--- config.mk ---
export PLATFORM = sky130hd
export DESIGN_NAME = matrix_loader
export DESIGN_NICKNAME = d
export VERILOG_FILES = /design/src/rtl/coprocessor_pkg.sv /design/src/rtl/loader_row_buffer.sv /design/src/rtl/matrix_loader.sv
export SDC_FILE = /design/constraint.sdc
export NUM_CORES = 1
export LEC_CHECK = 0
export ABC_CLOCK_PERIOD_IN_PS = 2280
export CORE_ASPECT_RATIO = 0.6
export CORE_MARGIN = 5
export CORE_UTILIZATION = 50
export DETAILED_ROUTE_END_ITERATION = 7
export GPL_ROUTABILITY_DRIVEN = 0
export PLACE_DENSITY_LB_ADDON = 0.15
export SYNTH_ARGS = -nofsm -noshare
export SYNTH_HDL_FRONTEND = slang
export SYNTH_SLANG_ARGS = --single-unit
export TNS_END_PERCENT = 100
--- constraint.sdc ---
create_clock -name in_clk -period 2.28 [get_ports in_clk]
set_input_delay 0.684 -clock in_clk [delete_from_list [all_inputs] [get_ports in_clk]]
set_output_delay 0.684 -clock in_clk [all_outputs]
set_load 0.02 [all_outputs]
--- src/rtl/coprocessor_pkg.sv ---
// Shared definitions for the matrix coprocessor: default geometry, matrix
// select and access-type encodings, and the loader FSM state encoding.
package coprocessor_pkg;

  localparam int unsigned DEFAULT_SIZE       = 10;
  localparam int unsigned DEFAULT_CELL_WIDTH = 32;

  typedef enum logic [1:0] {
    SEL_A       = 2'b00,
    SEL_B       = 2'b01,
    SEL_C       = 2'b10,
    SEL_ILLEGAL = 2'b11
  } matrix_sel_e;

  typedef enum logic [1:0] {
    ACCESS_COLUMN = 2'b00,
    ACCESS_ROW    = 2'b01,
    ACCESS_THIRD  = 2'b10
  } access_type_e;

  typedef enum logic [1:0] {
    ST_IDLE  = 2'b00,
    ST_FILL  = 2'b01,
    ST_WRITE = 2'b10,
    ST_DONE  = 2'b11
  } loader_state_e;

  // Counter width able to hold 0..n-1, never narrower than one bit.
  function automatic int unsigned index_width(input int unsigned n);
    return (n > 1) ? $clog2(n) : 1;
  endfunction

endpackage

--- src/rtl/loader_row_buffer.sv ---
// Row assembly buffer for matrix_loader: collects one row of cells in
// row-major order and tracks the column position of the next cell.
module loader_row_buffer
  import coprocessor_pkg::*;
#(
  parameter int unsigned size       = DEFAULT_SIZE,
  parameter int unsigned cell_width = DEFAULT_CELL_WIDTH
) (
  input  logic                       clk,
  input  logic                       rst_n,
  input  logic                       clear,
  input  logic                       accept,
  input  logic                       next_row,
  input  logic [cell_width-1:0]      cell_data,
  output logic [cell_width*size-1:0] row_data,
  output logic                       last_col
);

  localparam int unsigned COL_W = index_width(size);

  logic [COL_W-1:0]           col_q;
  logic [cell_width*size-1:0] row_q;

  assign last_col = (col_q == COL_W'(size - 1));
  assign row_data = row_q;

  // Store accepted cells into their lane; column saturates at the last lane
  // and returns to zero when the FSM moves on to the next row.
  always_ff @(posedge clk or negedge rst_n) begin
    if (!rst_n) begin
      row_q <= '0;
      col_q <= '0;
    end else if (clear) begin
      row_q <= '0;
      col_q <= '0;
    end else if (accept) begin
      for (int unsigned j = 0; j < size; j++) begin
        if (col_q == COL_W'(j)) begin
          row_q[j*cell_width +: cell_width] <= cell_data;
        end
      end
      if (!last_col) begin
        col_q <= col_q + 1'b1;
      end
    end else if (next_row) begin
      col_q <= '0;
    end
  end

endmodule

--- src/rtl/matrix_loader.sv ---
// Matrix loader: streams size*size cells into a row buffer and writes each
// completed row to the register file (row access type) at address row*size.
// Optional feature: define LOADER_ABORT_EN to add the in_abort input.
module matrix_loader
  import coprocessor_pkg::*;
#(
  parameter int unsigned size          = DEFAULT_SIZE,
  parameter int unsigned cell_width    = DEFAULT_CELL_WIDTH,
  parameter int unsigned address_width = $clog2(size * size)
) (
  input  logic                       in_clk,
  input  logic                       in_reset,
  input  logic                       in_start,
  input  logic [1:0]                 in_select_matrix,
  input  logic [cell_width-1:0]      in_cell_data,
  input  logic                       in_cell_valid,
`ifdef LOADER_ABORT_EN
  input  logic                       in_abort,
`endif
  output logic                       out_cell_ready,
  output logic [address_width-1:0]   out_address,
  output logic [cell_width*size-1:0] out_data,
  output logic [1:0]                 out_type,
  output logic [1:0]                 out_select_matrix,
  output logic                       out_write_en,
  output logic                       out_read_en,
  output logic                       out_busy,
  output logic                       out_done
);

  localparam int unsigned ROW_W = index_width(size);

  loader_state_e    state_q, state_d;
  matrix_sel_e      sel_q;
  logic [ROW_W-1:0] row_q;
  logic             last_row;
  logic             last_col;
  logic             start_load;
  logic             accept;
  logic             advance_row;

  assign last_row    = (row_q == ROW_W'(size - 1));
  assign out_read_en = 1'b0;

  loader_row_buffer #(
    .size       (size),
    .cell_width (cell_width)
  ) u_row_buffer (
    .clk       (in_clk),
    .rst_n     (in_reset),
    .clear     (start_load),
    .accept    (accept),
    .next_row  (advance_row),
    .cell_data (in_cell_data),
    .row_data  (out_data),
    .last_col  (last_col)
  );

  // FSM state register.
  always_ff @(posedge in_clk or negedge in_reset) begin
    if (!in_reset) begin
      state_q <= ST_IDLE;
    end else begin
      state_q <= state_d;
    end
  end

  // Latched target matrix and row counter; row saturates on the last row.
  always_ff @(posedge in_clk or negedge in_reset) begin
    if (!in_reset) begin
      sel_q <= SEL_A;
      row_q <= '0;
    end else if (start_load) begin
      sel_q <= matrix_sel_e'(in_select_matrix);
      row_q <= '0;
    end else if (advance_row && !last_row) begin
      row_q <= row_q + 1'b1;
    end
  end

  // Next-state and output decode.
  always_comb begin
    state_d           = state_q;
    start_load        = 1'b0;
    accept            = 1'b0;
    advance_row       = 1'b0;
    out_cell_ready    = 1'b0;
    out_write_en      = 1'b0;
    out_type          = '0;
    out_address       = '0;
    out_select_matrix = '0;
    out_busy          = 1'b0;
    out_done          = 1'b0;
    unique case (state_q)
      ST_IDLE: begin
        if (in_start && (in_select_matrix != SEL_ILLEGAL)) begin
          start_load = 1'b1;
          state_d    = ST_FILL;
        end
      end
      ST_FILL: begin
        out_busy       = 1'b1;
        out_cell_ready = 1'b1;
        if (in_cell_valid) begin
          accept = 1'b1;
          if (last_col) begin
            state_d = ST_WRITE;
          end
        end
      end
      ST_WRITE: begin
        out_busy          = 1'b1;
        out_write_en      = 1'b1;
        out_type          = ACCESS_ROW;
        out_address       = address_width'(32'(row_q) * size);
        out_select_matrix = sel_q;
        advance_row       = 1'b1;
        state_d           = last_row ? ST_DONE : ST_FILL;
      end
      ST_DONE: begin
        out_done = 1'b1;
        state_d  = ST_IDLE;
      end
      default: state_d = ST_IDLE;
    endcase
`ifdef LOADER_ABORT_EN
    // Abort overrides the normal decode, suppressing both the cell
    // handshake and any row write issued in the same cycle.
    if (in_abort && ((state_q == ST_FILL) || (state_q == ST_WRITE))) begin
      state_d           = ST_IDLE;
      accept            = 1'b0;
      advance_row       = 1'b0;
      out_cell_ready    = 1'b0;
      out_write_en      = 1'b0;
      out_type          = '0;
      out_address       = '0;
      out_select_matrix = '0;
    end
`endif
  end

endmodule

==> qor.yml <==
synth_compound_area_share_pct: 21.37
final_area_sq_mm: 0.02087
gr-total-overflow: 0
wl_microns: 58770
vias: 14400
synth_top_area_cell: "dfrtp_1"
diodes: 0
cap_violations: 0
yosys.area_share.adder_pct: 1.307
setup-tns-final_ns: -1.555
yosys_warnings: 0
dr.pass1.iters: 8
antenna_found_initial: 3
slew_violations: 0
die_area_sq_mm: 0.03354
slowest_delay_ns: 0.43
io_pins: 374
setup_viol: 10
cts_max_level: 1
nets: 1929
worst_pin_slew_ns: 0.5691
synthSimpleGateAreaFrac_pct: 10.49
cp_common_cell: "ha_4"
worstSetupEndpointType: "primary output"
slowest_stage: "dfrtp_1"
failed_checks: "DRC, setup timing"
pre_cts_slack_ns: -0.4529
synth_cells: 1566
critPathRequiredTime_ns: 1.60
rsz0062_at_grt: "true"
fp-row-count: 49
yosys-top-cells-area: "dfrtp_1, o21ai_0, a21oi_1"
clkTransAtPathRegs_ns: 0.07
leakage_nw: 10.07
hp-class: "in2async"
core_area_sq_mm: 0.02967
ant_nets: 0
clockRootBuffer: "clkbuf_16"
netlist_area_sq_mm: 0.01493
min_period_over_period_pct: 125.2
critPathMaxFanout: 2
cp.arrival_ns: 2.17
skew_ns: 0.008827
fin_hold_ws_ns: 0.03450
cts_tree: "yes"
final_hold_viol_count: 0
synth-xor-area-share_pct: 0.1173
viasPerCell: 6.240
area_growth_pct: 39.76
cts_made_buffers: 30
routedWlPerCell_microns: 25.48
max-vdd-ir-drop_v: 0.0007795
grt_max_degree: 94
layout-drive-gt1-share_pct: 11.27
placedCellCount: 2242
clk_latency_ns: 0.57
start_util_pct: 50.32
max-clock-path-buffers: 3
setup_ws_ns: -0.5754
power_per_cell_area_mw_per_mm2: 977.4
dpl_cell_area_sq_mm: 0.01948
relSlewSlack_pct: 61.94
die_w_microns: 233.1
min_period_ns: 2.855
clock_sinks: 332
synth_top_area_share_pct: 55.63
crit_type: "reg2out"
cts_hold_buf: 0
grt_pass1_wl_microns: 87350
numPortBuffers: 370
startpoint_type: "flop"
drtIter0Drc: 2377
cp_cell_sequence: "ha_4, ha_4, inv_2, fa_2, xor2_1, nor2_2, buf_6"
drc: 1
muxShareOfSynthArea_pct: 4.583
grt_usage_pct: 33.96
synth-seq-cells: 332
syn_area_per_cell_sq_um: 9.536
status: "finished, violations left"
max_freq_ghz: 0.3502
synth_top_family_by_area: "compound AO/OA/AOI/OAI gates"
yosysSeqAreaShare_pct: 55.63
die_y_microns: 143.9
yosysUniqueCellTypes: 47
grt_pass1_vias: 14020
final_cell_count_no_fill: 2307
hpwl_microns: 38060
flip-flops by register name, summed over array words and instances, names as in the netlist:
name / cells
state_q: 2
u_row_buffer.col_q: 4
u_row_buffer.row_data: 320
row_q: 4
sel_q: 2
cell usage in the layout, fill, tap and decap left out, types with 3 or more instances in the layout:
master	count
conb_1	3
buf_12	31
or3_1	3
clkdlybuf4s50_1	257
dfrtp_1	332
a21oi_1	263
dlygate4sd2_1	34
ha_4	7
buf_4	82
o21ai_1	5
mux2i_1	65
o21ai_0	351
clkinv_2	6
clkbuf_16	31
a22oi_1	3
nor2_2	3
nand3_1	260
and2_4	5
bufinv_16	7
dlymetal6s2s_1	65
buf_6	15
clkbuf_1	9
inv_2	5
inv_1	6
ha_1	6
synth_stat cells, drive strengths merged:
| cell | instances |
|---|---|
| nor2b | 1 |
| nand3b | 2 |
| and4bb | 1 |
| nand2b | 1 |
| or3 | 3 |
| or3b | 1 |
| mux2i | 65 |
| nand4b | 3 |
| conb | 1 |
| fa | 1 |
| mux2 | 3 |
| dfrtp | 332 |
| nand3 | 261 |
| and3b | 3 |
| a21oi | 263 |
| ha | 14 |
| nand4bb | 1 |
| nand2 | 1 |
| and4b | 2 |
| xor2 | 2 |
| a221o | 1 |
| a21bo | 1 |
| nor2 | 6 |
| nor3 | 1 |
| inv | 13 |
| o221ai | 1 |
| o22ai | 1 |
| buf | 72 |
| clkbuf | 138 |
| nor3b | 1 |
| o21ai | 356 |
| nand4 | 1 |
| o32ai | 2 |
| a211o | 1 |
| a22oi | 3 |
| and2 | 6 |
| o41ai | 1 |
per-layer routing:
layer | wire length (microns) | part of all wire, % | GRT usage (%) | vias up
met2 | 26120 | 44 | 50.21 | 898
met1 | 22880 | 39 | 48.42 | 7151
met5 | 31 | 0.053 | 0 | -
met3 | 7168 | 12 | 9.380 | 159
met4 | 2572 | 4.4 | 12.48 | 4
li1 | - | - | - | 6183
power breakdown:
group	switching, mW	internal [mW]	total (mW)
registers	0.465	6.64	7.11
clock network	2.28	3.35	5.63
logic	4.85	2.81	7.66
total	7.60	12.8	20.4
worst max-delay path, delay by kind of cell (launching register included):
family / cells / cell delay (ns)
buf+inv: 2 / 0.15
fa+ha+maj: 3 / 0.76
simple gates: 1 / 0.10
xor+xnor: 1 / 0.16
flops: 1 / 0.43
area by class of cell:
class | count | area, sq um
fill | 2263 | 8803
sequential | 332 | 8308
multi-input combinational | 1013 | 5799
timing repair buffer | 486 | 5119
clock buffer | 42 | 837.1
tap | 408 | 510.5
clock inverter | 13 | 240.2
inverter | 13 | 56.30
through the flow:
step           power, mW  utilization (%)
3_3_place_gp       14.32            65.64
2_1_floorplan      11.02                -
6_report           20.40            70.33
3_5_place_dp       14.45            65.64
4_1_cts            20.22            69.54
5_1_grt            21.23            70.33
final timing paths:
kind / slack [ns] / start / cells after the start / end
max: -0.58 / row_q[1]$_DFFE_PN0P_ / 7 / out_address[6]
min: 0.03 / in_reset / 1 / u_row_buffer.row_data[240]$_DFFE_PN0P_
max reg2reg: 0.11 / state_q[1]$_DFFE_PN0P_ / 8 / u_row_buffer.row_data[271]$_DFFE_PN0P_
min reg2reg: 0.54 / sel_q[0]$_DFFE_PN0P_ / 1 / sel_q[0]$_DFFE_PN0P_
max in group asynchronous: 1.54 / in_reset / 2 / u_row_buffer.row_data[14]$_DFFE_PN0P_
min in group in_clk: 0.54 / sel_q[0]$_DFFE_PN0P_ / 1 / sel_q[0]$_DFFE_PN0P_
logic make-up (layout without fill, tap and decap cells):
group                    after synthesis  in the layout
AO/OA/AOI/OAI                        630            630
XOR/XNOR                               2              2
adder cells (fa/ha/maj)               15             15
buffers and inverters                223            554
flip-flops                           332            332
multiplexers                          68             68
other                                  1              3
AND/OR/NAND/NOR                      295            295
timing repair:
item	in CTS	in global routing
hold endpoints to repair	0	0
pin swaps	5	3
resized for setup	124	81
endpoints found under the setup margin	47	77
buffers inserted	7	5
Note: power is estimated with default switching activity, not from simulation.
